==> src/rtl/mem_arbiter_pkg.sv <==
// Shared types and constants for the two-requester memory arbiter.
package mem_arbiter_pkg;

  typedef enum logic [1:0] {
    ARB_IDLE = 2'd0,
    ARB_OWN0 = 2'd1,
    ARB_OWN1 = 2'd2
  } arb_state_e;

  localparam logic OWNER_M0 = 1'b0;
  localparam logic OWNER_M1 = 1'b1;

  typedef struct packed {
    logic valid;
    logic owner;
  } rd_tag_t;

endpackage

==> src/rtl/mem_arbiter_rd_tag_pipe.sv <==
// Read-tag delay line: carries {valid, owner} of each read grant for RD_LAT cycles
// so returning memory data can be steered to the requester that issued it.
module rd_tag_pipe
  import mem_arbiter_pkg::*;
#(
  parameter int RD_LAT = 1
) (
  input  logic    clk,
  input  logic    rst,
  input  rd_tag_t push_i,
  output rd_tag_t tail_o,
  output logic    m0_pend_o
);

  rd_tag_t stage_q [RD_LAT];

  always_ff @(posedge clk or negedge rst) begin
    if (!rst) begin
      for (int i = 0; i < RD_LAT; i++) stage_q[i] <= '0;
    end else begin
      stage_q[0] <= push_i;
      for (int i = 1; i < RD_LAT; i++) stage_q[i] <= stage_q[i-1];
    end
  end

  // Any core read still travelling, including the one returning this cycle.
  always_comb begin
    m0_pend_o = 1'b0;
    for (int i = 0; i < RD_LAT; i++) begin
      if (stage_q[i].valid && stage_q[i].owner == OWNER_M0) m0_pend_o = 1'b1;
    end
  end

  assign tail_o = stage_q[RD_LAT-1];

endmodule

==> src/rtl/mem_arbiter.sv <==
// Round-robin arbiter sharing one synchronous memory port between the core (m0)
// and the loader/DMA (m1), with bounded m1 bursts and owner-tagged read return.
module mem_arbiter
  import mem_arbiter_pkg::*;
#(
  parameter int WIDTH      = 32,
  parameter int ADDR_WIDTH = 32,
  parameter int RD_LAT     = 1,
  parameter int BURST_MAX  = 4
) (
  input  logic                  clk,
  input  logic                  rst,
  input  logic                  m0_req_i,
  input  logic                  m0_we_i,
  input  logic [ADDR_WIDTH-1:0] m0_addr_i,
  input  logic [WIDTH-1:0]      m0_wdata_i,
  output logic                  m0_gnt_o,
  output logic                  m0_rvalid_o,
  output logic [WIDTH-1:0]      m0_rdata_o,
  output logic                  core_stall_o,
  input  logic                  m1_req_i,
  input  logic                  m1_we_i,
  input  logic [ADDR_WIDTH-1:0] m1_addr_i,
  input  logic [WIDTH-1:0]      m1_wdata_i,
  input  logic                  m1_lock_i,
  output logic                  m1_gnt_o,
  output logic                  m1_rvalid_o,
  output logic [WIDTH-1:0]      m1_rdata_o,
  output logic                  mem_read_o,
  output logic                  mem_write_o,
  output logic [ADDR_WIDTH-1:0] mem_addr_o,
  output logic [WIDTH-1:0]      mem_wdata_o,
  input  logic [WIDTH-1:0]      mem_rdata_i
);

  localparam logic [3:0] BURST_LIM = 4'(BURST_MAX);

  arb_state_e state_q, state_d;
  logic       last_owner_q, last_owner_d;
  logic [3:0] lock_cnt_q, lock_cnt_d;
  logic       gnt0, gnt1;
  rd_tag_t    push, tail;
  logic       m0_pend;

  always_ff @(posedge clk or negedge rst) begin
    if (!rst) begin
      state_q      <= ARB_IDLE;
      last_owner_q <= OWNER_M1;
      lock_cnt_q   <= '0;
    end else begin
      state_q      <= state_d;
      last_owner_q <= last_owner_d;
      lock_cnt_q   <= lock_cnt_d;
    end
  end

  always_comb begin
    gnt0         = 1'b0;
    gnt1         = 1'b0;
    state_d      = state_q;
    last_owner_d = last_owner_q;
    lock_cnt_d   = lock_cnt_q;

    if (m0_req_i && m1_req_i) begin
      // A locked m1 burst may continue until it has held m0 off BURST_MAX times.
      if (state_q == ARB_OWN1 && m1_lock_i && lock_cnt_q < BURST_LIM) gnt1 = 1'b1;
      else if (last_owner_q == OWNER_M1)                               gnt0 = 1'b1;
      else                                                             gnt1 = 1'b1;
    end else begin
      gnt0 = m0_req_i;
      gnt1 = m1_req_i;
    end

    if (!rst) begin
      gnt0 = 1'b0;
      gnt1 = 1'b0;
    end

    if (gnt0) begin
      state_d      = ARB_OWN0;
      last_owner_d = OWNER_M0;
    end else if (gnt1) begin
      state_d      = ARB_OWN1;
      last_owner_d = OWNER_M1;
    end else begin
      state_d      = ARB_IDLE;
    end

    if (gnt0 || !m1_lock_i)    lock_cnt_d = '0;
    else if (gnt1 && m0_req_i) lock_cnt_d = lock_cnt_q + 4'd1;
  end

  assign m0_gnt_o    = gnt0;
  assign m1_gnt_o    = gnt1;
  assign mem_read_o  = (gnt0 & ~m0_we_i) | (gnt1 & ~m1_we_i);
  assign mem_write_o = (gnt0 & m0_we_i) | (gnt1 & m1_we_i);
  assign mem_addr_o  = gnt0 ? m0_addr_i  : (gnt1 ? m1_addr_i  : '0);
  assign mem_wdata_o = gnt0 ? m0_wdata_i : (gnt1 ? m1_wdata_i : '0);

  assign push.valid = mem_read_o;
  assign push.owner = gnt1 ? OWNER_M1 : OWNER_M0;

  rd_tag_pipe #(.RD_LAT(RD_LAT)) u_rd_tag_pipe (
    .clk       (clk),
    .rst       (rst),
    .push_i    (push),
    .tail_o    (tail),
    .m0_pend_o (m0_pend)
  );

  assign m0_rvalid_o  = tail.valid && (tail.owner == OWNER_M0);
  assign m1_rvalid_o  = tail.valid && (tail.owner == OWNER_M1);
  assign m0_rdata_o   = mem_rdata_i;
  assign m1_rdata_o   = mem_rdata_i;
  assign core_stall_o = rst & ((m0_req_i & ~gnt0) | (m0_pend & ~m0_rvalid_o));

endmodule

==> config.mk <==
export PLATFORM = sky130hd
export DESIGN_NAME = mem_arbiter
export DESIGN_NICKNAME = d
export VERILOG_FILES = /design/src/rtl/mem_arbiter_pkg.sv /design/src/rtl/mem_arbiter_rd_tag_pipe.sv /design/src/rtl/mem_arbiter.sv
export SDC_FILE = /design/constraint.sdc
export NUM_CORES = 1
export LEC_CHECK = 0
export CAP_MARGIN = 20
export CORE_AREA = 8 8 112 114
export DETAILED_ROUTE_END_ITERATION = 8
export DIE_AREA = 0 0 120 122
export PLACE_DENSITY = 0.67
export REMOVE_ABC_BUFFERS = 1
export SETUP_SLACK_MARGIN = 0.4
export SYNTH_ARGS = -nofsm -noshare
export SYNTH_HDL_FRONTEND = slang
export SYNTH_HIERARCHICAL = 1
export SYNTH_SLANG_ARGS = --single-unit
==> constraint.sdc <==
create_clock -name clk -period 3 [get_ports clk]
set_input_delay 0.45 -clock clk [delete_from_list [all_inputs] [get_ports clk]]
set_output_delay 0.45 -clock clk [all_outputs]
set_load 0.05 [all_outputs]
==> impl_metrics.py <==
metrics = {
    "cts": {
        "clock-sinks": 9,
        "hold_buffers": 0,
        "clock_path_buffers": 2,
        "cts_buffers": 3,
        "clockRootBuffer": "clkbuf_8",
        "worstSkewPairLatency_ps": 230,
        "path_clk_slew_ps": 50,
        "ctsHtreeMaxLevel": 1,
        "cts_tree": "done",
    },
    "power": {
        "p_comb_share_pct": 77.5,
        "powerDensity_nw_per_um2": 271,
        "swShare_pct": 45.4,
        "switchingPower_w": 0.000555,
        "peakVddDrop_uv": 181,
        "p_leak_nw": 2.22,
        "p_seq_share_pct": 11.1,
        "clock_power_share_pct": 11.5,
        "intPower_w": 0.000667,
    },
    "global_routing": {
        "grt_pass1_wl_um": 18400,
        "antenna_found_initial": 0,
        "grt_pass1_vias": 3000,
        "grt_overflow": 0,
        "grt_max_degree": 39,
        "gr-usage-all-layers_pct": 16.5,
    },
    "route": {
        "via_count": 2726,
        "via_per_inst": 4.49,
        "ant_nets": 0,
        "avgRoutedWirePerCell_um": 21.4,
        "drt_iter0_markers": 122,
        "drc": 0,
        "wirelength_um": 13000,
        "drt_pre_antenna_iters": 4,
    },
    "setup_path": {
        "start_kind": "flop",
        "path_cells": "or3b_4, o211ai_4, buf_6, buf_12, bufbuf_16, o32ai_1, buf_4",
        "cp.arrival_ps": 2040,
        "r2r_start": "lock_cnt_q[2]$_DFFE_PN0P_",
        "critPathMaxFanout": 8,
        "endpoint_kind": "output pin",
        "timing.reg2reg.setup_slack_ps": 1280,
        "ff2ff_path_depth": 7,
        "crit_type": "flop to output pin",
        "cp.required_ps": 2550,
        "slowest_delay_ps": 430,
        "r2r_end": "lock_cnt_q[3]$_DFFE_PN0P_",
        "slowest_stage": "or3b_4",
    },
    "logic_synthesis": {
        "ys_ff_latch": 9,
        "synth_seq_area_share_pct": 10.7,
        "yosys_warnings": 6,
        "avgSynthCellArea_um2": 6.50,
        "synthCells": 327,
        "synth_area_leaders": "o32ai_1, buf_4, inv_1",
        "yosysUniqueCellTypes": 31,
        "yosysTopAreaCell": "o32ai_1",
        "syn_area_um2": 2130,
        "synthDominantCellAreaShare_pct": 27.2,
    },
    "status": {
        "status": "completed",
    },
    "placement": {
        "gp_congestion": 0.754,
        "place.port_buffers": 205,
        "placed_area_um2": 4150,
        "dp_hpwl_um": 10500,
    },
    "final_layout": {
        "n_antenna_cell": 0,
        "area_growth_pct": 112,
        "fin_area_um2": 4500,
        "layout_commonest_cell": "inv_1",
        "fin_util_pct": 42.1,
        "fill_cells": 1075,
        "drive_above_1_share_pct": 25.3,
        "nets": 636,
        "final_cell_mix": "inv_1, clkdlybuf4s50_1, o32ai_1, buf_4, buf_12",
    },
    "sta": {
        "tns_ps": 0,
        "whs_ps": 226,
        "setup_viol": 0,
        "slew_violations": 0,
        "hold_viol": 0,
        "finClkSkew_ps": 3.10,
        "fin_crit_sh_pct": 83.2,
        "max_freq_mhz": 401,
        "timing.slew.headroom_pct": 66.1,
        "fin_crit_ps": 2490,
        "rsz0062_at_grt": "false",
        "tightest_slew_ps": 508,
    },
    "floorplan": {
        "coreArea_um2": 10700,
        "dieHeight_um": 122,
        "die_area_um2": 14600,
        "die_w_um": 120,
        "boundaryPins": 302,
        "start_util_pct": 19.9,
        "row_count": 38,
    },
    "min_path": {
        "hp-class": "primary input to async pin",
    },
    "run": {
        "max_cap_violations": 0,
    },
}
-- cells in the mapped netlist (all sizes together) --
library cell,instances
o21ai,2
nand4,1
and3b,1
a211oi,1
dfrtp,8
buf,74
and2,2
o32ai,66
a41o,1
nor2,3
o211ai,1
xnor2,1
nor2b,1
xor2,1
nand2,3
or3b,1
nand3b,1
ha,1
inv,134
a21boi,1
clkbuf,11
a32oi,1
a21oi,2
dfstp,1
or3,1
nand2b,2
nor3,2
and3,1
nand3,2
-- metrics by stage --
stage | cells | power (W) | setup WS [ps]
final | 607 | 0.00122 | 505
after floorplan | 242 | 0.000548 | -1550
after CTS | 605 | 0.00123 | 402
after detailed placement | 594 | 0.00103 | 286
after global routing | 607 | 0.00129 | 410
after global placement | 594 | 0.00102 | 304
-- worst max path at each step --
stage,endpoint,startpoint,slack (ps)
final,mem_wdata_o[2],lock_cnt_q[2]$_DFFE_PN0P_,510
after global placement,mem_read_o,m1_req_i,300
after CTS,mem_wdata_o[2],rst,400
after floorplan,mem_read_o,m1_lock_i,-1550
after detailed placement,mem_read_o,m1_req_i,290
after global routing,mem_wdata_o[26],lock_cnt_q[3]$_DFFE_PN0P_,410
-- worst max-delay path: cells and delay by family (launching register included) --
family	cells	cell delay [ps]
flip-flops	1	400
AND/OR/NAND/NOR	1	430
AO/OA/AOI/OAI	2	250
buffers and inverters	4	730
-- cell type report --
cell class / instances / area [um^2] / share of cell area, %
Tap cell: 140 / 175 / 3.89
Multi-Input combinational cell: 99 / 985 / 21.9
Inverter: 134 / 503 / 11.2
Sequential cell: 9 / 226 / 5.03
Clock buffer: 4 / 45.0 / 1.00
Timing Repair Buffer: 221 / 2570 / 57.0
-- registers in the layout, indices dropped and copies added (netlist names) --
register / flops
lock_cnt_q: 4
state_q: 2
u_rd_tag_pipe/tail_o: 2
last_owner_q: 1
-- logic make-up after synthesis --
kind of cell,share of synthesized area [%]
compound gates,30.5
xor+xnor,0.824
fa+ha+maj,0.588
buf+inv,51.0
flops,10.7
simple gates,6.36
-- power by group through the flow --
stage | clock [W] | combinational [W] | sequential [W]
2_1_floorplan | 0 | 0.000412 | 0.000136
3_5_place_dp | 0 | 0.000890 | 0.000137
3_3_place_gp | 0 | 0.000881 | 0.000137
4_1_cts | 0.000146 | 0.000954 | 0.000135
6_report | 0.000140 | 0.000946 | 0.000135
5_1_grt | 0.000158 | 0.000996 | 0.000136
-- layer usage --
layer	global-route usage, %	share of wire (%)
met5	5.26	0.44
met4	1.01	0.24
met3	13.7	17
met2	24.5	43
met1	18.4	39
-- timing repair --
action | CTS | global route
cloned | 3 | 0
resized for setup | 28 | 2
endpoints found under the hold margin | 0 | 0
setup buffers | 4 | 2
pin swaps | 1 | 1
endpoints found under the setup margin | 67 | 19
No activity file was read; power rests on OpenSTA's default activity.
